## src/rtl/fru_mc_pkg.sv

```systemverilog
// -----------------------------------------------------------------------------
// fru_mc_pkg
// Shared types and helpers for the multi-context FRU (fru_mc) and its serial
// configuration loader (fru_mc_loader).
//
// Contents:
//   FRU_N, FRU_HOLD_W : default controlled-set width and hold-counter width.
//                       The context record below is sized by these constants.
//                       A build with a different N or HOLD_W must change them
//                       here as well as the module parameters.
//   ld_state_t        : loader FSM states.
//   ctx_rec_t         : one override context {mask, value, hold}. The field
//                       order matches the decrypted payload order, MSB first.
//   pay_w()/cid_w()   : payload and context-id field widths.
// -----------------------------------------------------------------------------
package fru_mc_pkg;

  localparam int FRU_N      = 32;
  localparam int FRU_HOLD_W = 4;

  typedef enum logic [2:0] {
    IDLE,
    HDR,
    PAY,
    PAR,
    CHECK,
    COMMIT
  } ld_state_t;

  // "value" carries the override constant; "const" is a reserved word.
  typedef struct packed {
    logic [FRU_N-1:0]      mask;
    logic [FRU_N-1:0]      value;
    logic [FRU_HOLD_W-1:0] hold;
  } ctx_rec_t;

  // Encrypted payload width: MASK + CONST + HOLD.
  function automatic int pay_w(input int n, input int hold_w);
    return 2 * n + hold_w;
  endfunction

  // Context-id field width. Never narrower than one bit.
  function automatic int cid_w(input int nctx);
    return (nctx > 1) ? $clog2(nctx) : 1;
  endfunction

endpackage

```

## src/rtl/fru_mc_loader.sv

```systemverilog
// -----------------------------------------------------------------------------
// fru_mc_loader
// Serial configuration loader for fru_mc. Receives frames MSB first:
//   CID | MASK | CONST | HOLD | P
// Only bits with bit_valid=1 are consumed, so gaps of any length are allowed.
// The payload (MASK|CONST|HOLD) is XOR-decrypted with a repeating keystream
// taken from DECRYPT_KEY, MSB first. CID and P are sent in the clear.
// P makes the parity of the decrypted payload even.
//
// Ports:
//   clk, rst   : clock, synchronous active-high reset
//   bit_in     : serial configuration bit
//   bit_valid  : qualifies bit_in
//   stall      : holds the frame in COMMIT while the target context drives
//                the output
//   ctx_valid  : committed flags of all contexts (used only when the
//                one-time-programmable option is enabled)
//   commit     : one-cycle write strobe for context "cid" with record "rec"
//   cid        : target context of the frame
//   rec        : decrypted record
//   cfg_err    : one-cycle pulse on a rejected frame or a dropped bit
//
// Build option: FRU_MC_OTP_EN. When it is defined, a frame aimed at a context
// that already holds a committed configuration is received completely and
// then rejected at CHECK.
// -----------------------------------------------------------------------------
module fru_mc_loader
  import fru_mc_pkg::*;
#(
  parameter int               N           = FRU_N,
  parameter int               NCTX        = 4,
  parameter int               HOLD_W      = FRU_HOLD_W,
  parameter int               KEY_W       = 32,
  parameter logic [KEY_W-1:0] DECRYPT_KEY = 32'hDEAD_BEEF,
  localparam int              CID_W       = cid_w(NCTX)
) (
  input  logic             clk,
  input  logic             rst,
  input  logic             bit_in,
  input  logic             bit_valid,
  input  logic             stall,
  input  logic [NCTX-1:0]  ctx_valid,
  output logic             commit,
  output logic [CID_W-1:0] cid,
  output ctx_rec_t         rec,
  output logic             cfg_err
);

  localparam int PAY_W  = pay_w(N, HOLD_W);
  localparam int CNT_W  = $clog2(PAY_W + 1);
  localparam int KIDX_W = (KEY_W > 1) ? $clog2(KEY_W) : 1;

  ld_state_t         state_reg;
  logic [CNT_W-1:0]  cnt_reg;
  logic [KIDX_W-1:0] kidx_reg;
  logic [CID_W-1:0]  cid_reg;
  logic [PAY_W-1:0]  pay_reg;
  logic              par_reg;
  logic              par_ok_reg;
  logic              cfg_err_reg;

  logic              dec_bit;
  logic              otp_block;
  logic              reject;

  // Keystream position counts down from the key MSB and wraps every KEY_W
  // payload bits.
  assign dec_bit = bit_in ^ DECRYPT_KEY[kidx_reg];

`ifdef FRU_MC_OTP_EN
  assign otp_block = ctx_valid[cid_reg];
`else
  assign otp_block = 1'b0 & (|ctx_valid);
`endif

  // An out-of-range context id is handled like a parity failure.
  assign reject = !par_ok_reg || (int'(cid_reg) >= NCTX) || otp_block;

  always_ff @(posedge clk) begin
    if (rst) begin
      state_reg   <= IDLE;
      cnt_reg     <= '0;
      kidx_reg    <= KIDX_W'(KEY_W - 1);
      cid_reg     <= '0;
      pay_reg     <= '0;
      par_reg     <= 1'b0;
      par_ok_reg  <= 1'b0;
      cfg_err_reg <= 1'b0;
    end else begin
      cfg_err_reg <= 1'b0;
      case (state_reg)
        IDLE: begin
          // The first valid bit is already the CID MSB.
          if (bit_valid) begin
            cid_reg  <= CID_W'(bit_in);
            kidx_reg <= KIDX_W'(KEY_W - 1);
            par_reg  <= 1'b0;
            if (CID_W == 1) begin
              cnt_reg   <= '0;
              state_reg <= PAY;
            end else begin
              cnt_reg   <= CNT_W'(1);
              state_reg <= HDR;
            end
          end
        end

        HDR: begin
          if (bit_valid) begin
            cid_reg <= CID_W'({cid_reg, bit_in});
            if (cnt_reg == CNT_W'(CID_W - 1)) begin
              cnt_reg   <= '0;
              state_reg <= PAY;
            end else begin
              cnt_reg <= cnt_reg + CNT_W'(1);
            end
          end
        end

        PAY: begin
          if (bit_valid) begin
            pay_reg  <= {pay_reg[PAY_W-2:0], dec_bit};
            par_reg  <= par_reg ^ dec_bit;
            kidx_reg <= (kidx_reg == '0) ? KIDX_W'(KEY_W - 1) : kidx_reg - KIDX_W'(1);
            if (cnt_reg == CNT_W'(PAY_W - 1)) begin
              state_reg <= PAR;
            end else begin
              cnt_reg <= cnt_reg + CNT_W'(1);
            end
          end
        end

        PAR: begin
          if (bit_valid) begin
            par_ok_reg <= ~(par_reg ^ bit_in);
            state_reg  <= CHECK;
          end
        end

        CHECK: begin
          // Any valid bit seen here is dropped and flagged; the frame in
          // flight is judged on its own merits.
          cfg_err_reg <= bit_valid | reject;
          state_reg   <= reject ? IDLE : COMMIT;
        end

        COMMIT: begin
          cfg_err_reg <= bit_valid;
          if (!stall) begin
            state_reg <= IDLE;
          end
        end

        default: state_reg <= IDLE;
      endcase
    end
  end

  // The strobe is decoded from the current state and the live stall so the
  // write lands on exactly the edge the stall is seen low. A registered
  // strobe would write one cycle late, when the context may already have
  // been re-selected.
  assign commit     = (state_reg == COMMIT) && !stall;
  assign cid        = cid_reg;
  assign rec.mask   = pay_reg[PAY_W-1 -: N];
  assign rec.value  = pay_reg[HOLD_W +: N];
  assign rec.hold   = pay_reg[HOLD_W-1:0];
  assign cfg_err    = cfg_err_reg;

endmodule

```

## src/rtl/fru_mc.sv

```systemverilog
// -----------------------------------------------------------------------------
// fru_mc
// Multi-context field-replaceable-unit patcher. It sits between the trigger
// outputs and the patched signal set. NCTX contexts each hold {mask, value,
// hold}. Each context is loaded through the encrypted serial loader
// (fru_mc_loader). The lowest-indexed context whose trigger is high and whose
// configuration is committed drives the registered output:
//   Qout <= (mask & value) | (~mask & Qin)   while overriding
//   Qout <= Qin                              otherwise
// When every trigger drops, the last active context keeps overriding for
// "hold" more output cycles.
//
// Ports:
//   clk, rst           : clock, synchronous active-high reset
//   BitStreamSerialIn  : serial configuration bit, MSB first
//   BitStreamValid     : qualifies BitStreamSerialIn
//   GlobalFruEn        : 0 forces passthrough and cancels any hold
//   Trig[NCTX]         : Trig[i] requests context i
//   Qin[N]             : controlled signal set input
//   Qout[N]            : patched output, registered (1-cycle latency)
//   CtxValid[NCTX]     : context i holds a committed configuration
//   BitstreamLoaded    : all contexts committed
//   CfgErr             : one-cycle pulse on a configuration error
//   Overriding         : Qout currently carries an override
//   ActiveCtx          : context behind the current override
//
// Build option: FRU_MC_OTP_EN (one-time-programmable contexts, in the loader).
// -----------------------------------------------------------------------------
module fru_mc
  import fru_mc_pkg::*;
#(
  parameter int               N           = FRU_N,
  parameter int               NCTX        = 4,
  parameter int               HOLD_W      = FRU_HOLD_W,
  parameter int               KEY_W       = 32,
  parameter logic [KEY_W-1:0] DECRYPT_KEY = 32'hDEAD_BEEF
) (
  input  logic                      clk,
  input  logic                      rst,
  input  logic                      BitStreamSerialIn,
  input  logic                      BitStreamValid,
  input  logic                      GlobalFruEn,
  input  logic [NCTX-1:0]           Trig,
  input  logic [N-1:0]              Qin,
  output logic [N-1:0]              Qout,
  output logic [NCTX-1:0]           CtxValid,
  output logic                      BitstreamLoaded,
  output logic                      CfgErr,
  output logic                      Overriding,
  output logic [$clog2(NCTX)-1:0]   ActiveCtx
);

  localparam int CID_W = cid_w(NCTX);

  // Context storage.
  ctx_rec_t         ctx_reg [NCTX];
  logic [NCTX-1:0]  ctx_valid_reg;

  // Runtime selection state.
  logic [N-1:0]      qout_reg;
  logic              ovr_reg;
  logic [CID_W-1:0]  active_reg;
  logic [HOLD_W-1:0] hold_cnt_reg;
  logic              trig_prev_reg;

  logic [N-1:0]      qout_next;
  logic              ovr_next;
  logic [CID_W-1:0]  active_next;
  logic [HOLD_W-1:0] hold_next;
  logic              trig_next;

  logic [NCTX-1:0]   elig;
  logic [CID_W-1:0]  sel;
  ctx_rec_t          rec_sel;
  logic [HOLD_W-1:0] hold_load;

  // Loader interface.
  logic              ld_commit;
  logic [CID_W-1:0]  ld_cid;
  ctx_rec_t          ld_rec;
  logic              ld_stall;
  logic              ld_cfg_err;
  logic [NCTX-1:0]   wr_en;

  // A frame for the context currently on the output waits, so Qout never
  // mixes an old and a new record inside one override.
  assign ld_stall = ovr_reg && (active_reg == ld_cid);

  fru_mc_loader #(
    .N           (N),
    .NCTX        (NCTX),
    .HOLD_W      (HOLD_W),
    .KEY_W       (KEY_W),
    .DECRYPT_KEY (DECRYPT_KEY)
  ) u_loader (
    .clk       (clk),
    .rst       (rst),
    .bit_in    (BitStreamSerialIn),
    .bit_valid (BitStreamValid),
    .stall     (ld_stall),
    .ctx_valid (ctx_valid_reg),
    .commit    (ld_commit),
    .cid       (ld_cid),
    .rec       (ld_rec),
    .cfg_err   (ld_cfg_err)
  );

  for (genvar gi = 0; gi < NCTX; gi++) begin : g_wr
    assign wr_en[gi] = ld_commit && (ld_cid == CID_W'(gi));
  end

  always_ff @(posedge clk) begin
    if (rst) begin
      for (int i = 0; i < NCTX; i++) begin
        ctx_reg[i] <= '0;
      end
      ctx_valid_reg <= '0;
    end else begin
      for (int i = 0; i < NCTX; i++) begin
        if (wr_en[i]) begin
          ctx_reg[i]       <= ld_rec;
          ctx_valid_reg[i] <= 1'b1;
        end
      end
    end
  end

  // Selection, hold and output mux.
  // The hold counter stores the number of override cycles still owed after
  // the current one. It is loaded with HOLD-1 on the cycle the triggers drop,
  // which gives exactly HOLD overridden outputs after the drop.
  always_comb begin
    elig        = Trig & ctx_valid_reg;
    sel         = '0;
    for (int i = NCTX - 1; i >= 0; i--) begin
      if (elig[i]) begin
        sel = CID_W'(i);
      end
    end

    ovr_next    = 1'b0;
    active_next = active_reg;
    hold_next   = '0;
    trig_next   = 1'b0;
    hold_load   = ctx_reg[active_reg].hold;

    if (!GlobalFruEn) begin
      ovr_next = 1'b0;
    end else if (|elig) begin
      ovr_next    = 1'b1;
      active_next = sel;
      trig_next   = 1'b1;
    end else if (trig_prev_reg) begin
      if (hold_load != '0) begin
        ovr_next  = 1'b1;
        hold_next = hold_load - HOLD_W'(1);
      end
    end else if (ovr_reg && (hold_cnt_reg != '0)) begin
      ovr_next  = 1'b1;
      hold_next = hold_cnt_reg - HOLD_W'(1);
    end

    rec_sel   = ctx_reg[active_next];
    qout_next = ovr_next ? ((rec_sel.mask & rec_sel.value) | (~rec_sel.mask & Qin)) : Qin;
  end

  always_ff @(posedge clk) begin
    if (rst) begin
      qout_reg      <= '0;
      ovr_reg       <= 1'b0;
      active_reg    <= '0;
      hold_cnt_reg  <= '0;
      trig_prev_reg <= 1'b0;
    end else begin
      qout_reg      <= qout_next;
      ovr_reg       <= ovr_next;
      active_reg    <= active_next;
      hold_cnt_reg  <= hold_next;
      trig_prev_reg <= trig_next;
    end
  end

  assign Qout            = qout_reg;
  assign CtxValid        = ctx_valid_reg;
  assign BitstreamLoaded = &ctx_valid_reg;
  assign CfgErr          = ld_cfg_err;
  assign Overriding      = ovr_reg;
  assign ActiveCtx       = active_reg;

endmodule
```

## config.mk

```make
export PLATFORM = sky130hd
export DESIGN_NAME = fru_mc
export DESIGN_NICKNAME = d
export VERILOG_FILES = /design/src/rtl/fru_mc_pkg.sv /design/src/rtl/fru_mc_loader.sv /design/src/rtl/fru_mc.sv
export SDC_FILE = /design/constraint.sdc
export NUM_CORES = 1
export LEC_CHECK = 0
export CAP_MARGIN = 30
export CORE_MARGIN = 2
export CORE_UTILIZATION = 60
export CTS_CLUSTER_SIZE = 40
export DETAILED_ROUTE_END_ITERATION = 16
export GPL_TIMING_DRIVEN = 0
export PLACE_DENSITY = 0.86
export SLEW_MARGIN = 20
export SYNTH_ARGS = -nofsm -noshare
export SYNTH_HDL_FRONTEND = slang
export SYNTH_SLANG_ARGS = --single-unit
export TNS_END_PERCENT = 1
```

## constraint.sdc

```tcl
create_clock -name clk -period 5.95 [get_ports clk]
set_input_delay 1.4875 -clock clk [delete_from_list [all_inputs] [get_ports clk]]
set_output_delay 1.4875 -clock clk [all_outputs]
set_load 0.01 [all_outputs]
```

# Word level (Yosys, flattened, before mapping)
# Memories as Yosys holds them, arrays and structs flattened. A register that Yosys moved wholly into a read port is not among the register bits.
# Cells that the tools add are included.
# op_classes
n_addsub	4
multipliers	0
div	0
order_cmp	1
eq_ne	19
shift	0
n_mux	64
bitwise_logic	15
n_reduce_logical	27
# ops
op	count
$mux W68	4
$and A32 B32 Y32	2
$mux W7	5
$mux W32	1
$not A32 Y32	1
$or A32 B32 Y32	1
$mux W5	5
$mux W3	8
$mux W1	23
$pmux W7 S3	1
$mux W2	9
$pmux W3 S6	1
$mux W4	3
$ne A2 B2 Y1 const B	6
$pmux W5 S2	1
$reduce_bool A4 Y1	2
$sub A4 B1 Y4 const B	2
$add A7 B1 Y7 const B	1
$eq A7 B1 Y1 const B	1
$eq A7 B7 Y1 const B	1
$logic_and A1 B1 Y1	7
$reduce_and A7 Y1	1
$eq A3 B2 Y1 const B	2
$eq A3 B3 Y1 const B	2
26 further kinds	40
# word_totals
register_bits	132
latchBits	0
mem_bits_rw	272
rom_bits	32
input_bits	41
out_inout_bits	41
word_cells	149
n_memories	2
# mem_list
memory	words	width	rd	rd_ports_with_merged_regs	wr	line_no	rtl
ctx_reg	4	68	2	1	4	fru_mc.sv:56	ctx_rec_t ctx_reg [NCTX];
(name not given)	32	1	1	1	0	fru_mc_loader.sv:68	assign dec_bit = bit_in ^ DECRYPT_KEY[kidx_reg];

# Logic depth before layout (Yosys ltp)
# Gate-level depths: netlist (run 1).
# An unclocked memory read counts as a cell.
# logic_depth
ltp_word	12
depth_mapped	11
depth_no_buf	8

# Cells and area by module
# From an unflattened synthesis (run 1), not the netlist that was laid out.
# hier_totals
hier_cells	1422
hier_area_um2	17314.1
# by_module_without_submodules
mod	n_inst	cells_per_inst	area_each_um2	seq_area_each_um2
fru_mc	1	983	13823.3	9048.7
fru_mc_loader	1	439	3490.8	1781.7

# Worst setup path before layout (run 1)
# No wires, ideal clock.
# synth_path
path_kind	input to register
start	input rst
end	memory ctx_reg[0][0] in the netlist's numbering (enable)
setup_ns	0.714
arrival_time_ns	3.281
required_ns	5.236
slack_ns	1.956
stages	4
n_path_buf	2
cell_sequence	inv_1 > clkbuf_1 > clkbuf_1 > nand2_1
# synth_lines
element	line_no	rtl
start, declared	fru_mc.sv:39	input logic rst,
end, declared	fru_mc.sv:56	

==> impl_metrics.tcl, run 1 <==
set metrics [dict create \
    status "finished, final reports clean" \
    dr.pass1.iters 8 \
    finalSetupViolCount 0 \
    p_clk_share_pct 42.6 \
    dpl_cell_area_um2 19100 \
    syn_area_um2 17700 \
    synth.area.top_cells "edfxtp_1, dfxtp_1, and3_1" \
    core_um2 28900 \
    p_comb_share_pct 4.4 \
    arrival_ns 4.78 \
    grt_pass1_wl_mm 76.7 \
    area_growth_pct 15.2 \
    io_pins 82 \
    r2r_slack_ns 2.76 \
    htreeDepth 2 \
    skew_ns 0.0206 \
    n_fill_cell 1941 \
    use_met3_pct 6.75 \
    p_switching_mw 1.26 \
    post_cts_buffers 0 \
    cap_violations 0 \
    busiest_layer "met2" \
    antenna_found_initial 0 \
    design_area_um2 20400 \
    vias_per_cell 6.49 \
    cts_sinks 405 \
    gp_congestion 0.885 \
    cts_repair_resize_count 0 \
    hold_viol_final 0 \
    drc 0 \
    hold_buffers 0 \
    setup_ws_ns 1.38 \
    syn_avg_cell_area_um2 11.3 \
    final_core_util_pct 70.7 \
    clk_transition_reported_paths_ns 0.06 \
    vias 13700 \
    whs_path_depth 2 \
    ys_top_cells_by_count "nand2_1, edfxtp_1, and3_1" \
    ys_ff_latch 405 \
    numCtsBuffers 41 \
    use_met1_pct 39.9 \
    fin_crit_sh_pct 76.9 \
    ys_seq_area_share_pct 61.1 \
    share_seq_of_total_power_pct 53.0 \
    synth_top_area_share_pct 46.1 \
    syn_inst 1568 \
    whs_endpoint "u_loader.rec[49]" \
    grt_pass1_vias 13700 \
    dp_slack_ns 1.04 \
    drt.antenna.violating_nets 0 \
    setup_tns_ns 0 \
    leakage_nw 7.73 \
    nNetsFinal 1741 \
    dp_hpwl_mm 32.3 \
    synth-warning-count 0 \
    worst_r2r_endpoint "Qout[5]" \
    avgRoutedWirePerCell_um 23.9 \
    crit_required_ns 6.16 \
    maxClockFrequency_mhz 219 \
    rsz0062_at_grt "false" \
    p_sw_share_pct 21.3 \
    worst_hold_path_type "reg -> reg" \
    cts-root-buf "clkbuf_16" \
    yosysMostFrequentCell "nand2_1" \
    p_total_mw 5.91 \
    crit_fanout 36 \
    min_from "u_loader.rec[48]" \
    cts_tree "yes" \
    timing.final.crit_period_ns 4.57 \
    drt-total-wl_mm 50.4 \
    largest_register_ffs 272 \
    reg2reg_from "CtxValid[1]" \
    synth_edf_count 272 \
    drive_above_1_share_pct 7.30 \
    grt_max_degree 39 \
    synth_ff_type "edfxtp_1" \
    port_buffers 81 \
    gr-total-overflow 0 \
    worst_slew_pin_slew_ns 0.995 \
    synth_top_area_cell "edfxtp_1" \
    fp.dieArea_um2 30900 \
    clock_path_buffers 3 \
    grt_use_total_pct 32.6 \
    relSlewSlack_pct 33.7 \
    intPower_mw 4.65 \
    r2r_cells 7 \
    die_w_um 176 \
    maxSlewViolCount 0 \
    power.density_nw_per_um2 289 \
    critPathCaptureType "register" \
    ys_async_sr_fraction_pct 0 \
    startpoint_type "input port" \
    yosys.cell_types.count 58 \
    die_h_um 176 \
    ir_drop_uv 184 \
    gr-usage-met2_pct 55.5 \
    drt_iter0_markers 2027 \
    critical_path_class "in -> reg" \
    placementRows 62 \
    syn-num-nets 1613 \
    clkLatencyLatePin_ns 0.54 \
    start_util_pct 61.4 \
    antenna_cells 0 \
]
-- area by class of cell --
type                    count  area (um2)  area share (%)
plain buffers             137         634            3.11
clock buffers              59        1140            5.60
clock inverters            14         141           0.693
inverters                  13        48.8           0.239
multi-input cells        1013        6240            30.6
flip-flops and latches    405       10800            53.1
well taps                 384         480            2.35
repair buffers             85         891            4.37
-- power groups by stage --
| stage | clock network [mW] | logic, mW | registers [mW] |
|---|---|---|---|
| 2_1_floorplan | 0 | 0.118 | 3.19 |
| 3_3_place_gp | 0 | 0.238 | 3.19 |
| 3_5_place_dp | 0 | 0.252 | 3.19 |
| 4_1_cts | 2.51 | 0.255 | 3.13 |
| 5_1_grt | 2.62 | 0.273 | 3.14 |
| 6_report | 2.52 | 0.259 | 3.13 |
-- how the worst max path moves through the flow --
stage,from,to,slack (ns),depth (start not counted)
6_report,rst,ctx_reg[3][43],1.38,6
5_1_grt,rst,ctx_reg[3][43],1.36,6
4_1_cts,rst,ctx_reg[3][12],1.52,6
3_5_place_dp,rst,ctx_reg[3][43],1.04,6
3_3_place_gp,rst,ctx_reg[1][42],-0.66,5
2_1_floorplan,rst,ctx_reg[0][0],1.96,4
-- layout by cell type (no fill, tap or decap), types with 5 or more instances in the layout --
cell / n
nand2_1: 280
edfxtp_1: 272
and3_1: 240
dfxtp_1: 133
clkbuf_1: 116
a21oi_1: 112
clkdlybuf4s50_1: 81
and2_1: 71
mux2i_1: 66
clkbuf_16: 41
nor2_1: 35
a211oi_1: 35
a311o_1: 33
a221oi_2: 20
buf_4: 14
inv_1: 13
buf_2: 12
a221oi_1: 12
o21ai_0: 10
nor3_1: 9
nand3_1: 8
xnor2_1: 7
buf_6: 7
a22o_1: 6
clkinv_1: 6
nor2b_1: 5
xor2_1: 5
clkbuf_8: 5
-- worst max-delay path: stages --
cell and delay [ns]:
clkdlybuf4s50_1 0.51, clkbuf_1 0.52, clkbuf_1 0.63, clkbuf_1 0.66, a31o_4 0.59, buf_12 0.34
-- cell families after synthesis --
logic type / share of synthesized area [%]
AND/OR/NAND/NOR: 19.6
flip-flops: 61.1
adder cells (fa/ha/maj): 0.282
multiplexers: 4.24
buffers and inverters: 3.86
XOR/XNOR: 0.593
AO/OA/AOI/OAI: 10.3
-- per-stage QoR --
stage | instances | hold slack, ns
after floorplan | 1568 | 0.457
after global placement | 2033 | 0.465
after detailed placement | 2037 | 0.491
after CTS | 2110 | 0.499
after global routing | 2110 | 0.520
final | 2110 | 0.496
-- per-layer routing --
layer  wire length, um  vias to the layer above
li1                  -                     5962
met1             17600                     6502
met2             24400                     1029
met3              5960                      200
met4              2480                        0
met5                 0                        -
Power figures use the tool's default switching activity.
==> run 2, diff against run 1 <==
--- a/config.mk
+++ b/config.mk
@@ -7,11 +7,11 @@
 export LEC_CHECK = 0
 export CAP_MARGIN = 30
 export CORE_MARGIN = 2
-export CORE_UTILIZATION = 60
+export CORE_UTILIZATION = 55
 export CTS_CLUSTER_SIZE = 40
 export DETAILED_ROUTE_END_ITERATION = 16
 export GPL_TIMING_DRIVEN = 0
-export PLACE_DENSITY = 0.86
+export PLACE_DENSITY = 0.84
 export SLEW_MARGIN = 20
 export SYNTH_ARGS = -nofsm -noshare
 export SYNTH_HDL_FRONTEND = slang
==> constraint.sdc (replaced) <==
create_clock -name clk -period 4.1 [get_ports clk]
set_input_delay 1.025 -clock clk [delete_from_list [all_inputs] [get_ports clk]]
set_output_delay 1.025 -clock clk [all_outputs]
set_load 0.01 [all_outputs]
==> run 2 against run 1 <==
Effect of this change: setup slack lost 1.3 ns; design area grew 0.58%; hold slack lost 0.0092 ns; global-route usage shrank 3.8 points; clock power grew 50%; flip-flop and latch count is the same; first-iteration DRC count shrank 9.5%; final cell count grew 1.0%; largest cell class unchanged.
==> impl_metrics.tcl, run 2 (same netlist as run 1, synthesis figures left out) <==
set metrics [dict create \
    cap_violations 0 \
    hold_buffers 0 \
    gr-total-overflow 0 \
    die_w_um 184 \
    antenna_cells 0 \
    grt_pass1_wl_mm 73.8 \
    cts_sinks 405 \
    r2r_slack_ns 1.08 \
    r2r_cells 7 \
    dpl_cell_area_um2 19200 \
    die_h_um 184 \
    start_util_pct 56.0 \
    clock_path_buffers 3 \
    min_from "u_loader.rec[67]" \
    io_pins 82 \
    met1_length_mm 18.2 \
    vias_per_cell 6.27 \
    whs_path_depth 2 \
    cts-root-buf "clkbuf_16" \
    final_common_cell "nand2_1" \
    antenna_found_initial 0 \
    critPathCaptureType "register" \
    arrival_ns 4.22 \
    power.density_nw_per_um2 423 \
    routed-wl-met3_mm 5.27 \
    slowest_stage "clkbuf_1" \
    drive_above_1_share_pct 7.69 \
    rsz0062_at_grt "false" \
    worst_slew_pin_slew_ns 0.951 \
    design_area_um2 20500 \
    dp_hpwl_mm 32.3 \
    leakage_nw 7.77 \
    maxSlewViolCount 0 \
    finalSetupViolCount 0 \
    startpoint_type "input port" \
    slowest_delay_ns 0.64 \
    timing.final.crit_period_ns 4.01 \
    worst_r2r_endpoint "Qout[30]" \
    critical_path_class "in -> reg" \
    mostFrequentLayoutCells "nand2_1, edfxtp_1, and3_1" \
    hold_viol_final 0 \
    htreeDepth 2 \
    maxClockFrequency_mhz 250 \
    skew_ns 0.0232 \
    startpoint "rst" \
    placementRows 65 \
    top_layer_used "met4" \
    p_total_mw 8.69 \
    ir_drop_uv 278 \
    nNetsFinal 1742 \
    cts_repair_resize_count 0 \
    drc 0 \
    port_buffers 81 \
    gp_congestion 0.907 \
    relSlewSlack_pct 36.6 \
    grt_max_degree 45 \
    grt_pass1_vias 13100 \
    dr.pass1.iters 6 \
    area_growth_pct 15.8 \
    whs_endpoint "u_loader.rec[67]" \
    status "finished, final reports clean" \
    clkLatencyLatePin_ns 0.55 \
    crit_fanout 36 \
    drt.antenna.violating_nets 0 \
    fin_crit_sh_pct 97.7 \
    clk_transition_reported_paths_ns 0.06 \
    cts_tree "yes" \
    largest_register_ffs 272 \
    final_core_util_pct 64.9 \
    vias 13400 \
    whs_ns 0.487 \
    crit_required_ns 4.31 \
    reg2reg_from "CtxValid[1]" \
    drt-total-wl_mm 48.9 \
    avgRoutedWirePerCell_um 22.9 \
    grt_use_total_pct 28.8 \
    path_cells "clkdlybuf4s50_1 > clkbuf_1 > clkbuf_1 > clkbuf_1 > a31o_4 > buf_12" \
    core_um2 31600 \
    post_cts_buffers 0 \
    drt_iter0_markers 1834 \
    fp.dieArea_um2 33700 \
    numCtsBuffers 41 \
    wl_met2_mm 23.3 \
    worst_hold_path_type "reg -> reg" \
    path_common_cell "clkbuf_1" \
]
[run 2: cell types whose count changed in the layout (fill, tap and decap cells not counted), moves of 2 or more]
cell / change
clkinv_1: -4
buf_12: -3
buf_16: +3
clkinvlp_4: +3
clkbuf_16: +2
[run 2: where the power goes]
| group | internal (mW) | total [mW] | switching (mW) |
|---|---|---|---|
| clock | 2.20 | 3.77 | 1.57 |
| combinational | 0.135 | 0.376 | 0.240 |
| sequential | 4.50 | 4.54 | 0.0463 |
| total | 6.83 | 8.69 | 1.86 |
[run 2: worst max-delay path, delay by kind of cell]
kind | cells | cell delay [ns]
AO/OA/AOI/OAI | 1 | 0.55
buffers and inverters | 5 | 2.60
[run 2: layout make-up]
cell class	count	area (um2)
Tap cell	402	503
Timing Repair Buffer	86	925
Fill cell	2307	11100
Clock inverter	15	163
Clock buffer	61	1180
Multi-Input combinational cell	1013	6240
Buffer	137	634
Sequential cell	405	10800
Inverter	13	48.8
[run 2: layer usage]
layer	track usage, %	vias to the layer above
met5	0	-
met4	13.7	0
met3	5.61	148
met2	47.7	801
met1	36.7	6462
li1	-	5967
[run 2: worst max-delay path by stage]
stage | depth (start not counted) | slack [ns] | end
after floorplan | 4 | 0.57 | ctx_reg[0][0]
after global placement | 5 | -2.15 | ctx_reg[1][44]
after detailed placement | 6 | -0.41 | ctx_reg[3][44]
after CTS | 6 | 0.13 | ctx_reg[3][40]
after global routing | 6 | 0.09 | ctx_reg[3][3]
final | 6 | 0.09 | ctx_reg[3][3]
[run 2: stage by stage]
stage                     setup WS [ns]  TNS, ns  std cells
final                            0.0926        0       2132
after CTS                         0.128        0       2131
after detailed placement         -0.415   -63.17       2055
after global placement            -2.15  -503.75       2051
after global routing             0.0865        0       2132
after floorplan                   0.568        0       1568
==> run 3, diff against run 2 <==
--- a/config.mk
+++ b/config.mk
@@ -8,6 +8,7 @@
 export CAP_MARGIN = 30
 export CORE_MARGIN = 2
 export CORE_UTILIZATION = 55
+export CTS_CLUSTER_DIAMETER = 30
 export CTS_CLUSTER_SIZE = 40
 export DETAILED_ROUTE_END_ITERATION = 16
 export GPL_TIMING_DRIVEN = 0
@@ -16,4 +17,4 @@
 export SYNTH_ARGS = -nofsm -noshare
 export SYNTH_HDL_FRONTEND = slang
 export SYNTH_SLANG_ARGS = --single-unit
-export TNS_END_PERCENT = 1
+export TNS_END_PERCENT = 20
==> run 3 against run 2 <==
Effect of this change: first-iteration DRC count up 15%; combinational power increased by 1%; non-clock buffer count unchanged; clock-buffer cell count is 37 higher; hold slack better by 0.014 ns; power is 34% higher; register-to-register slack lost 0.03 ns; design area grew 7.1%; highest routed layer unchanged.
==> impl_metrics.tcl, run 3 (same netlist as run 1, synthesis figures left out) <==
set metrics [dict create \
    fin_crit_sh_pct 99.7 \
    drt_iter0_markers 2100 \
    arrival_ns 4.36 \
    placementRows 65 \
    nNetsFinal 1782 \
    vias 14200 \
    fp.dieArea_um2 33700 \
    start_util_pct 56.0 \
    vias_per_cell 6.41 \
    intPower_mw 9.04 \
    leakage_nw 8.46 \
    clk_transition_reported_paths_ns 0.05 \
    core_um2 31600 \
    rsz0062_at_grt "false" \
    n_fill_cell 2092 \
    grt_pass1_wl_mm 80.2 \
    worst_slew_pin_slew_ns 0.946 \
    relSlewSlack_pct 36.6 \
    final_common_cell "nand2_1" \
    slowest_stage "clkbuf_1" \
    cts-root-buf "clkbuf_16" \
    p_clk_share_pct 57.7 \
    clkLatencyLatePin_ns 0.60 \
    post_cts_buffers 0 \
    htreeDepth 3 \
    slowest_delay_ns 0.68 \
    gp_congestion 0.907 \
    startpoint_type "input port" \
    drt.antenna.violating_nets 0 \
    worst_hold_path_type "reg -> reg" \
    p_comb_share_pct 3.3 \
    whs_path_depth 2 \
    maxClockFrequency_mhz 245 \
    skew_ns 0.0175 \
    r2r_cells 7 \
    port_buffers 81 \
    status "finished, final reports clean" \
    drt-total-wl_mm 53.3 \
    crit_required_ns 4.37 \
    cts_sinks 405 \
    ir_drop_uv 343 \
    drive_above_1_share_pct 11.3 \
    gr-total-overflow 0 \
    setup_ws_ns 0.0104 \
    grt_pass1_vias 14200 \
    io_pins 82 \
    avgRoutedWirePerCell_um 24.1 \
    die_h_um 184 \
    largest_register_ffs 272 \
    share_seq_of_total_power_pct 39.1 \
    setup_tns_ns 0 \
    grt_max_degree 45 \
    p_total_mw 11.7 \
    power.density_nw_per_um2 530 \
    cap_violations 0 \
    dr.pass1.iters 8 \
    numCtsBuffers 81 \
    p_switching_mw 2.62 \
    cts_repair_resize_count 0 \
    crit_fanout 36 \
    dp_hpwl_mm 32.3 \
    cts_tree "yes" \
    die_w_um 184 \
    dp_slack_ns -0.415 \
    mostFrequentLayoutCells "nand2_1, edfxtp_1, and3_1" \
    hold_viol_final 0 \
    grt_use_total_pct 31.5 \
    critical_path_class "in -> reg" \
    clock_path_buffers 3 \
    finalSetupViolCount 0 \
    area_growth_pct 24.1 \
    path_common_cell "clkbuf_1" \
    antenna_found_initial 1 \
    path_cells "clkdlybuf4s50_1 > clkbuf_1 > clkbuf_1 > clkbuf_1 > a31o_4 > buf_12" \
    critPathCaptureType "register" \
    timing.final.crit_period_ns 4.09 \
    p_sw_share_pct 22.5 \
    drc 0 \
    hold_buffers 0 \
    maxSlewViolCount 0 \
]
-- run 3: path summary, 6_finish.rpt --
kind,start,end,slack (ns)
max,rst,ctx_reg[3][8],0.01
min,u_loader.rec[5],u_loader.rec[6],0.50
max reg2reg,CtxValid[1],Qout[28],1.05
min reg2reg,u_loader.rec[5],u_loader.rec[6],0.50
-- run 3: power by group through the flow --
stage	sequential, mW	clock [mW]	combinational, mW
CTS	4.56	6.71	0.373
global route	4.57	6.93	0.400
global placement	4.63	0	0.344
detailed placement	4.63	0	0.368
floorplan	4.63	0	0.172
finish	4.56	6.72	0.380
-- run 3: cell type report --
| class | instances | area (um2) | share of cell area (%) |
|---|---|---|---|
| repair buffers | 86 | 925 | 4.21 |
| clock buffers | 98 | 2130 | 9.69 |
| plain buffers | 137 | 634 | 2.89 |
| inverters | 13 | 48.8 | 0.222 |
| diodes | 1 | 2.50 | 0.0114 |
| flip-flops and latches | 405 | 10800 | 49.3 |
| clock inverters | 54 | 671 | 3.05 |
| well taps | 402 | 503 | 2.29 |
| multi-input cells | 1013 | 6240 | 28.4 |
-- run 3: worst max-delay path: cells and delay by family --
family,cells,cell delay (ns)
AO/OA/AOI/OAI,1,0.57
buffers and inverters,5,2.73
-- run 3: metrics by stage --
stage | utilization (%) | area [um2] | std cells | hold slack (ns)
4_1_cts | 69.4 | 22000 | 2207 | 0.498
2_1_floorplan | - | 17700 | 1568 | 0.457
3_3_place_gp | 60.2 | 19000 | 2051 | 0.468
6_report | 69.5 | 22000 | 2209 | 0.501
5_1_grt | 69.5 | 22000 | 2208 | 0.509
3_5_place_dp | 60.6 | 19200 | 2055 | 0.478
-- run 3: per-layer routing --
| layer | track usage [%] | vias up | wire length (um) |
|---|---|---|---|
| met5 | 0 | - | 0 |
| met4 | 17.5 | 0 | 2930 |
| met3 | 6.85 | 253 | 5930 |
| met2 | 52.7 | 1039 | 25600 |
| met1 | 38.1 | 6791 | 18800 |
| li1 | - | 6084 | - |
